### src/rtl/spi_sniff_deserializer.sv
// spi_sniff_deserializer: passive SPI (mode 0, MSB first) sniffer. It oversamples the
// tapped bus in the clk domain, splits each CS frame into DATA_W-bit words tagged with a
// channel index, and queues them in a show-ahead FIFO drained over a valid/ready stream.
// Optional build macro SPI_WORD_TIMEOUT_EN: a partial word whose SCK stalls for
// TIMEOUT_CYC cycles is aborted (frame_err), and the rest of that frame is ignored.
module spi_sniff_deserializer #(
  parameter int DATA_W      = 16,
  parameter int NUM_CH      = 3,
  parameter int FIFO_DEPTH  = 8,
  parameter int TIMEOUT_CYC = 256,
  localparam int CW = (NUM_CH > 1) ? $clog2(NUM_CH) : 1,
  localparam int LW = $clog2(FIFO_DEPTH) + 1
) (
  input  logic              clk,
  input  logic              rst_n,
  input  logic              spi_sck,
  input  logic              spi_cs_n,
  input  logic              spi_miso,
  output logic [DATA_W-1:0] m_data,
  output logic [CW-1:0]     m_chan,
  output logic              m_valid,
  input  logic              m_ready,
  output logic [LW-1:0]     fifo_level,
  output logic              overflow,
  input  logic              ovf_clr,
  output logic              frame_err
);

  localparam int BW = $clog2(DATA_W);
  localparam int PW = $clog2(FIFO_DEPTH);
  localparam int EW = DATA_W + CW;
  localparam logic [BW-1:0] BIT_LAST = BW'(DATA_W - 1);
  localparam logic [CW-1:0] CH_LAST  = CW'(NUM_CH - 1);

  // Reject unusable parameter sets at elaboration time.
  if (FIFO_DEPTH < 2 || (FIFO_DEPTH & (FIFO_DEPTH - 1)) != 0) begin : g_bad_depth
    $error("FIFO_DEPTH must be a power of 2 and >= 2");
  end
  if (DATA_W < 2 || NUM_CH < 1 || TIMEOUT_CYC < 1) begin : g_bad_param
    $error("DATA_W >= 2, NUM_CH >= 1, TIMEOUT_CYC >= 1 required");
  end

  // S_WAIT is the reset state: any frame already in flight is skipped until CS goes high.
  typedef enum logic [1:0] {S_WAIT, S_IDLE, S_SHIFT, S_ABORT} state_t;

  logic [2:0] sck_q;
  logic [1:0] cs_q, miso_q;
  logic       sck_e, cs_n_s, miso_s;

  state_t            state_q, state_d;
  logic [BW-1:0]     bit_q, bit_d;
  logic [CW-1:0]     wcnt_q, wcnt_d;
  logic [DATA_W-2:0] sreg_q, sreg_d;
  logic [DATA_W-1:0] word;
  logic              wr_en;

  logic [EW-1:0] mem_q [FIFO_DEPTH];
  logic [EW-1:0] last_q;
  logic [PW-1:0] wp_q, rp_q;
  logic [LW-1:0] level_q;
  logic          ovf_q, full, push, pop, drop;

`ifdef SPI_WORD_TIMEOUT_EN
  localparam int TW = $clog2(TIMEOUT_CYC + 1);
  localparam logic [TW-1:0] TMO_MAX = TW'(TIMEOUT_CYC);
  logic [TW-1:0] tmo_q, tmo_d;
`endif

  assign sck_e  = sck_q[1] & ~sck_q[2];
  assign cs_n_s = cs_q[1];
  assign miso_s = miso_q[1];
  assign word   = {sreg_q, miso_s};

  // Two-flop synchronisers; the third SCK flop provides rising-edge detect.
  always_ff @(posedge clk or negedge rst_n) begin
    if (!rst_n) begin
      sck_q  <= '0;
      cs_q   <= '0;
      miso_q <= '0;
    end else begin
      sck_q  <= {sck_q[1:0], spi_sck};
      cs_q   <= {cs_q[0], spi_cs_n};
      miso_q <= {miso_q[0], spi_miso};
    end
  end

  // Deserializer state register.
  always_ff @(posedge clk or negedge rst_n) begin
    if (!rst_n) begin
      state_q <= S_WAIT;
      bit_q   <= '0;
      wcnt_q  <= '0;
      sreg_q  <= '0;
`ifdef SPI_WORD_TIMEOUT_EN
      tmo_q   <= '0;
`endif
    end else begin
      state_q <= state_d;
      bit_q   <= bit_d;
      wcnt_q  <= wcnt_d;
      sreg_q  <= sreg_d;
`ifdef SPI_WORD_TIMEOUT_EN
      tmo_q   <= tmo_d;
`endif
    end
  end

  // Next state: shift on SCK rise, emit the word on its last bit, abort partial words.
  always_comb begin
    state_d = state_q;
    bit_d   = bit_q;
    wcnt_d  = wcnt_q;
    sreg_d  = sreg_q;
    wr_en   = 1'b0;
`ifdef SPI_WORD_TIMEOUT_EN
    tmo_d   = '0;
`endif
    case (state_q)
      S_WAIT: begin
        bit_d  = '0;
        wcnt_d = '0;
        if (cs_n_s) state_d = S_IDLE;
      end
      S_IDLE: begin
        bit_d  = '0;
        wcnt_d = '0;
        if (!cs_n_s) state_d = S_SHIFT;
      end
      S_SHIFT: begin
        if (sck_e) begin
          sreg_d = word[DATA_W-2:0];
          if (bit_q == BIT_LAST) begin
            wr_en  = 1'b1;
            bit_d  = '0;
            wcnt_d = (wcnt_q == CH_LAST) ? '0 : wcnt_q + 1'b1;
          end else begin
            bit_d = bit_q + 1'b1;
          end
        end
`ifdef SPI_WORD_TIMEOUT_EN
        tmo_d = sck_e ? '0 : ((tmo_q == TMO_MAX) ? tmo_q : tmo_q + 1'b1);
`endif
        // A CS rise coinciding with the final bit still lands the word (bit_d is 0).
        if (cs_n_s) state_d = (bit_d == '0) ? S_IDLE : S_ABORT;
`ifdef SPI_WORD_TIMEOUT_EN
        else if (!sck_e && tmo_q == TMO_MAX && bit_q != '0) state_d = S_ABORT;
`endif
      end
      S_ABORT: begin
        bit_d   = '0;
        wcnt_d  = '0;
        state_d = cs_n_s ? S_IDLE : S_WAIT;
      end
      default: state_d = S_WAIT;
    endcase
  end

  assign frame_err = (state_q == S_ABORT);

  assign full = (level_q == LW'(FIFO_DEPTH));
  assign pop  = m_valid & m_ready;
  assign push = wr_en & (~full | pop);
  assign drop = wr_en & full & ~pop;

  // FIFO storage; entries are only read once written, so no reset needed.
  always_ff @(posedge clk) begin
    if (push) mem_q[wp_q] <= {word, wcnt_q};
  end

  // FIFO pointers, level, sticky overflow and the last-popped hold register.
  always_ff @(posedge clk or negedge rst_n) begin
    if (!rst_n) begin
      wp_q    <= '0;
      rp_q    <= '0;
      level_q <= '0;
      ovf_q   <= 1'b0;
      last_q  <= '0;
    end else begin
      if (push) wp_q <= wp_q + 1'b1;
      if (pop) begin
        rp_q   <= rp_q + 1'b1;
        last_q <= mem_q[rp_q];
      end
      level_q <= level_q + LW'(push) - LW'(pop);
      ovf_q   <= drop | (ovf_q & ~ovf_clr);
    end
  end

  assign m_valid           = (level_q != '0);
  assign {m_data, m_chan}  = m_valid ? mem_q[rp_q] : last_q;
  assign fifo_level        = level_q;
  assign overflow          = ovf_q;

endmodule

### config.mk
export PLATFORM = sky130hd
export DESIGN_NAME = spi_sniff_deserializer
export DESIGN_NICKNAME = d
export VERILOG_FILES = /design/src/rtl/spi_sniff_deserializer.sv
export SDC_FILE = /design/constraint.sdc
export NUM_CORES = 1
export LEC_CHECK = 0
export BUFFER_PORTS_ARGS = -buffer_cell sky130_fd_sc_hd__clkbuf_2
export CAP_MARGIN = 20
export CORE_MARGIN = 5
export CORE_UTILIZATION = 55
export CTS_BUF_LIST = sky130_fd_sc_hd__clkbuf_8 sky130_fd_sc_hd__clkbuf_16
export DETAILED_ROUTE_END_ITERATION = 16
export PLACE_DENSITY_LB_ADDON = 0.1
export SLEW_MARGIN = 25
export SYNTH_ARGS = -nofsm -noshare
export SYNTH_HDL_FRONTEND = slang
export SYNTH_SLANG_ARGS = --single-unit
### constraint.sdc
create_clock -name clk -period 3.4 [get_ports clk]
set_input_delay 0.51 -clock clk [delete_from_list [all_inputs] [get_ports clk]]
set_output_delay 0.51 -clock clk [all_outputs]
set_load 0.02 [all_outputs]
Yosys cells after proc, flatten, opt, wreduce, memory -nomap -nowiden
Memories as Yosys holds them, arrays and structs flattened.
Cells that the tools add are included.
{ "totals": {"reg_bits": 59, "mem_bits_rw": 144, "input_bits": 7, "out_inout_bits": 25, "elab_cells": 69, "mem_count": 1} }
{ "mem_list": {"columns": ["name", "depth", "word_bits", "read_ports", "rd_ports_with_merged_regs", "write_ports", "line_no", "rtl"], "rows": [
  ["mem_q", 8, 18, 1, 0, 1, "57", "logic [EW-1:0] mem_q [FIFO_DEPTH];"]
]} }
{ "classes": {"addsub": 6, "eq_ne": 11, "mux": 20, "bitwise": 12, "n_reduce_logical": 7} }
{ "op_table": {"columns": ["op", "count"], "rows": [
  ["$mux W18", 1],
  ["$mux W2", 7],
  ["$mux W4", 3],
  ["$ne A2 B2 Y1 const B", 5],
  ["$eq A4 B4 Y1 const B", 2],
  ["$pmux W2 S4", 1],
  ["$pmux W4 S2", 1],
  ["$add A3 B1 Y3 const B", 2],
  ["$and A1 B1 Y1", 6],
  ["$eq A2 B2 Y1 const B", 3],
  ["$mux W1", 6],
  ["$add A4 B1 Y4", 1],
  ["$add A4 B1 Y4 const B", 1],
  ["$logic_not A4 Y1", 1],
  ["$not A1 Y1", 4],
  ["$pmux W2 S2", 1],
  ["$reduce_and A2 Y1", 2],
  ["$reduce_bool A4 Y1", 1],
  ["$sub A4 B1 Y4", 1],
  ["$reduce_and A3 Y1", 1],
  ["$reduce_or A3 Y1", 1],
  ["$add A2 B1 Y2 const B", 1],
  ["$eq A2 B1 Y1 const B", 1],
  ["$logic_not A2 Y1", 1],
  ["$or A1 B1 Y1", 2]
]} }

Logic depth before layout (Yosys ltp)
{ "logic_depth": {"ltp_word": 8, "ltp_mapped": 11, "depth_no_buf": 11} }

Worst setup path before layout
OpenSTA, ideal clock, no wires.
{ "synth_timing": {"kind": "register to register", "startpoint": "reg level_q[2], in the netlist fifo_level[2]", "endpoint": "mem mem_q[7][0] in the netlist's numbering (enable)", "setup_time_ps": 392, "t_arrival_ps": 2197, "path_slack_ps": 811, "path_stages_with_launch": 8, "period_less_slack_ps": 2589, "path_cell_list": "dfrtp_1 > inv_1 > ha_1 > nand2b_1 > nand3_1 > nor3b_4 > nand2_2 > nor2_1"} }
{ "synth_between": {"elab_chain_cells": 6, "word_cells_on_any_way": 8, "classes_between": "eq/ne: 1; mux: 2; bitwise: 4; reduce/logical: 1"} }
{ "synth_rtl": {"columns": ["item", "line_no", "rtl"], "rows": [
  ["start: declaration", "60", "logic [LW-1:0] level_q;"],
  ["start signal: assignment", "184", "level_q <= level_q + LW'(push) - LW'(pop);"],
  ["$reduce_bool A4 Y1 / $eq A4 B4 Y1 (equally long branches)", "189, 160", null],
  ["$and A1 B1 Y1 / $not A1 Y1 (equally long branches)", "161, 162", null],
  ["$or A1 B1 Y1 (*)", "162", "assign push = wr_en & (~full | pop);"],
  ["$and A1 B1 Y1 (*)", "162", null],
  ["$mux W1 (*)", "167", "if (push) mem_q[wp_q] <= {word, wcnt_q};"],
  ["$mux W1 (not written as such) (*)", "167", null],
  ["end: declaration", "57", null]
]} }
Mark *: on every way between the ends. The rest lies on a longest branch, timed or not.

Worst setup path in the final report
{ "layout_timing": {"startpoint": "reg rp_q[0]", "endpoint": "out m_data[12]"} }
{ "layout_between": {"elab_chain_cells": 2} }
{ "layout_rtl": {"columns": ["item", "line_no", "rtl"], "rows": [
  ["start: declaration", "59", "logic [PW-1:0] wp_q, rp_q;"],
  ["start signal: assignment", "181", "rp_q <= rp_q + 1'b1;"],
  ["$mem_v2 Z8 W18", null, null],
  ["$mux W18", "190", "assign {m_data, m_chan} = m_valid ? mem_q[rp_q] : last_q;"],
  ["end: declaration", "19", "output logic [DATA_W-1:0] m_data,"]
]} }
Every way passes these cells.

==> flow_summary.json <==
{
  "syn2layout_area_growth_pct": 13.4,
  "synth_top_area_share_pct": 53.8,
  "power.density_nw_per_um2": 790,
  "place_hpwl_um": 8660,
  "pwr-share-comb_pct": 27.6,
  "hold_viol": 0,
  "postSynthCellCount": 453,
  "r2r_slack_ps": 1060,
  "p_seq_share_pct": 41.6,
  "ys.flop_type": "edfxtp_1",
  "drt-vias-per-instance": 5.56,
  "ys_top_cells_by_area": "edfxtp_1, dfrtp_1, mux4_2",
  "max-cap-violations": 0,
  "cts.sinks": 203,
  "root_buffer": "clkbuf_16",
  "port_buffers": 31,
  "fp-row-count": 44,
  "p_switching_mw": 2.16,
  "syn_area_sq_um": 8040,
  "worst_pin_slew_ps": 935,
  "fin_crit_sh_pct": 87.2,
  "hp-start": "spi_miso",
  "p_leak_nw": 3.50,
  "cts_tree": "yes",
  "drive_gt1_share_pct": 23.2,
  "fin_skew_ps": 5.90,
  "required_ps": 2890,
  "drc": 0,
  "ys_warn_count": 0,
  "start_util_pct": 55.7,
  "grt_pass1_wl_um": 22900,
  "reg2reg_depth": 7,
  "r2r-start": "bit_q[1]",
  "cts_resized": 0,
  "htree_levels": 1,
  "syn-num-nets": 469,
  "slew_violations": 0,
  "synth_cell_types": 39,
  "seq_area_frac_synth_pct": 72.2,
  "ys_async_sr_fraction_pct": 29.1,
  "ioPinCount": 32,
  "finalSetupTns_ps": 0,
  "end_kind": "output pin",
  "grt_setup_unrepaired": "false",
  "worstSetupPathType": "reg -> out",
  "arrival_ps": 2450,
  "dpl_cell_area_sq_um": 8420,
  "groute.usage.overall_pct": 17.8,
  "relSlewSlack_pct": 37.6,
  "ir_drop_v": 0.000403,
  "setup_violations": 0,
  "wl_per_cell_um": 20.1,
  "first_global_vias": 4122,
  "internal_power_mw": 5.05,
  "syn_area_per_cell_sq_um": 17.7,
  "cts_buffer_depth": 3,
  "drt-initial-drc-count": 297,
  "pre_cts_ws_ps": 965,
  "hold_class": "in -> reg",
  "hold_ws_ps": 123,
  "synth_seq_cells": 203,
  "yosysMostFrequentCell": "edfxtp_1",
  "antenna_found_initial": 0,
  "nets": 522,
  "clk-insertion-delay-late_ps": 490,
  "die_area_sq_um": 17100,
  "post_cts_buffers": 0,
  "finalWeightedCongestion": 0.752,
  "vias": 3927,
  "fp.dieW_um": 131,
  "min_path_cells": 1,
  "power_frac_clock_pct": 30.8,
  "max_freq_mhz": 337,
  "setup_ws_ps": 436,
  "period_needed_ps": 2960,
  "synth-edff-count": 144,
  "cts_hold_buf": 1,
  "wirelength_um": 14200,
  "status": "complete, no violations",
  "numCtsBuffers": 22,
  "firstDrtPassIters": 4,
  "diodes": 0,
  "swShare_pct": 29.9,
  "chipHeight_um": 131,
  "critPathLaunchType": "flop",
  "antenna_left": 0,
  "grt_overflow": 0,
  "synth_commonest_cells": "edfxtp_1, dfrtp_1, nor2_1, mux4_2, nand2_1",
  "grt_max_degree": 39,
  "cp_max_fo": 9,
  "synth_top_area_cell": "edfxtp_1",
  "cp-startpoint": "rp_q[0]",
  "core_area_sq_um": 14400,
  "layout.cell_area.non_filler_sq_um": 9120,
  "path_clk_slew_ps": 60
}
layout by cell type, fill, tap and decap left out, types with 2 or more instances in the layout:
cell type  count
nor2_1        33
nand2_1       28
nand3_1        2
a21oi_1       24
ha_1           8
clkbuf_16     23
nor3_1         2
nand2b_1       6
o32ai_1        2
a21o_1         3
buf_4         17
mux4_1         6
clkinv_1       3
mux4_2        30
xnor2_1        4
nor3_2         2
mux2i_1       19
clkbuf_2      30
and2_1         2
dfrtp_1       58
edfxtp_1     144
clkinv_2       6
o21ai_1       20
inv_1         12
xor2_1         3
mux2_1        16
path summary, 6_finish.rpt:
check,endpoint
setup / recovery,m_data[12]
hold / removal,miso_q[0]
setup reg to reg,mem_q[0][1]
hold reg to reg,miso_q[1]
max in group asynchronous,sreg_q[4]
min in group asynchronous,sreg_q[1]
metrics by stage:
| stage | std cells | util [%] | total power [mW] |
|---|---|---|---|
| 6_report | 706 | 63.2 | 7.20 |
| 5_1_grt | 706 | 63.2 | 7.60 |
| 4_1_cts | 706 | 63.2 | 7.29 |
| 3_5_place_dp | 665 | 58.4 | 5.06 |
| 3_3_place_gp | 665 | 58.4 | 5.02 |
| 2_1_floorplan | 453 | - | 4.58 |
critical path: stages (launching register included):
cell	delay [ps]
dfrtp_2	520
buf_4	260
mux4_2	510
mux2i_1	360
a21oi_1	140
clkbuf_2	180
layout make-up:
cell class	instances	area [sq um]
timing repair buffer	49	293
tap	184	230
clock buffer	24	589
clock inverter	16	101
multi-input combinational	222	2070
inverter	8	30.0
fill	1025	5310
sequential	203	5800
routing by layer:
| metal | GRT usage, % | routed length, um | up-vias |
|---|---|---|---|
| li1 | - | - | 1832 |
| met1 | 26.0 | 6120 | 1973 |
| met5 | 0 | 0 | - |
| met4 | 3.57 | 146 | 0 |
| met2 | 28.6 | 6830 | 104 |
| met3 | 3.17 | 1070 | 18 |
power by group through the flow:
stage               Sequential (mW)  Combinational [mW]  Clock (mW)
CTS                            3.00                2.03        2.27
global placement               3.03                1.99           0
floorplan                      3.00                1.58           0
global route                   3.02                2.19        2.39
finish                         2.99                1.99        2.22
detailed placement             3.05                2.02           0
state kept, by name, indices dropped and copies added, names as in the netlist:
signal and flops:
bit_q 4, cs_q 2, fifo_level 4, last_q 18, mem_q 144, miso_q 2
overflow 1, rp_q 3, sck_q 3, sreg_q 15, state_q 2, wcnt_q 2
wp_q 3
logic make-up (layout without fill, tap and decap cells):
| kind of cell | after synthesis | count (layout) | synth area share (%) |
|---|---|---|---|
| flip-flops | 203 | 203 | 72.2 |
| AND/OR/NAND/NOR | 83 | 83 | 4.89 |
| multiplexers | 72 | 72 | 15.2 |
| AO/OA/AOI/OAI | 51 | 51 | 3.47 |
| buffers and inverters | 28 | 97 | 2.05 |
| adder cells (fa/ha/maj) | 9 | 9 | 1.49 |
| XOR/XNOR | 7 | 7 | 0.763 |
(Power assumes the default switching activity.)
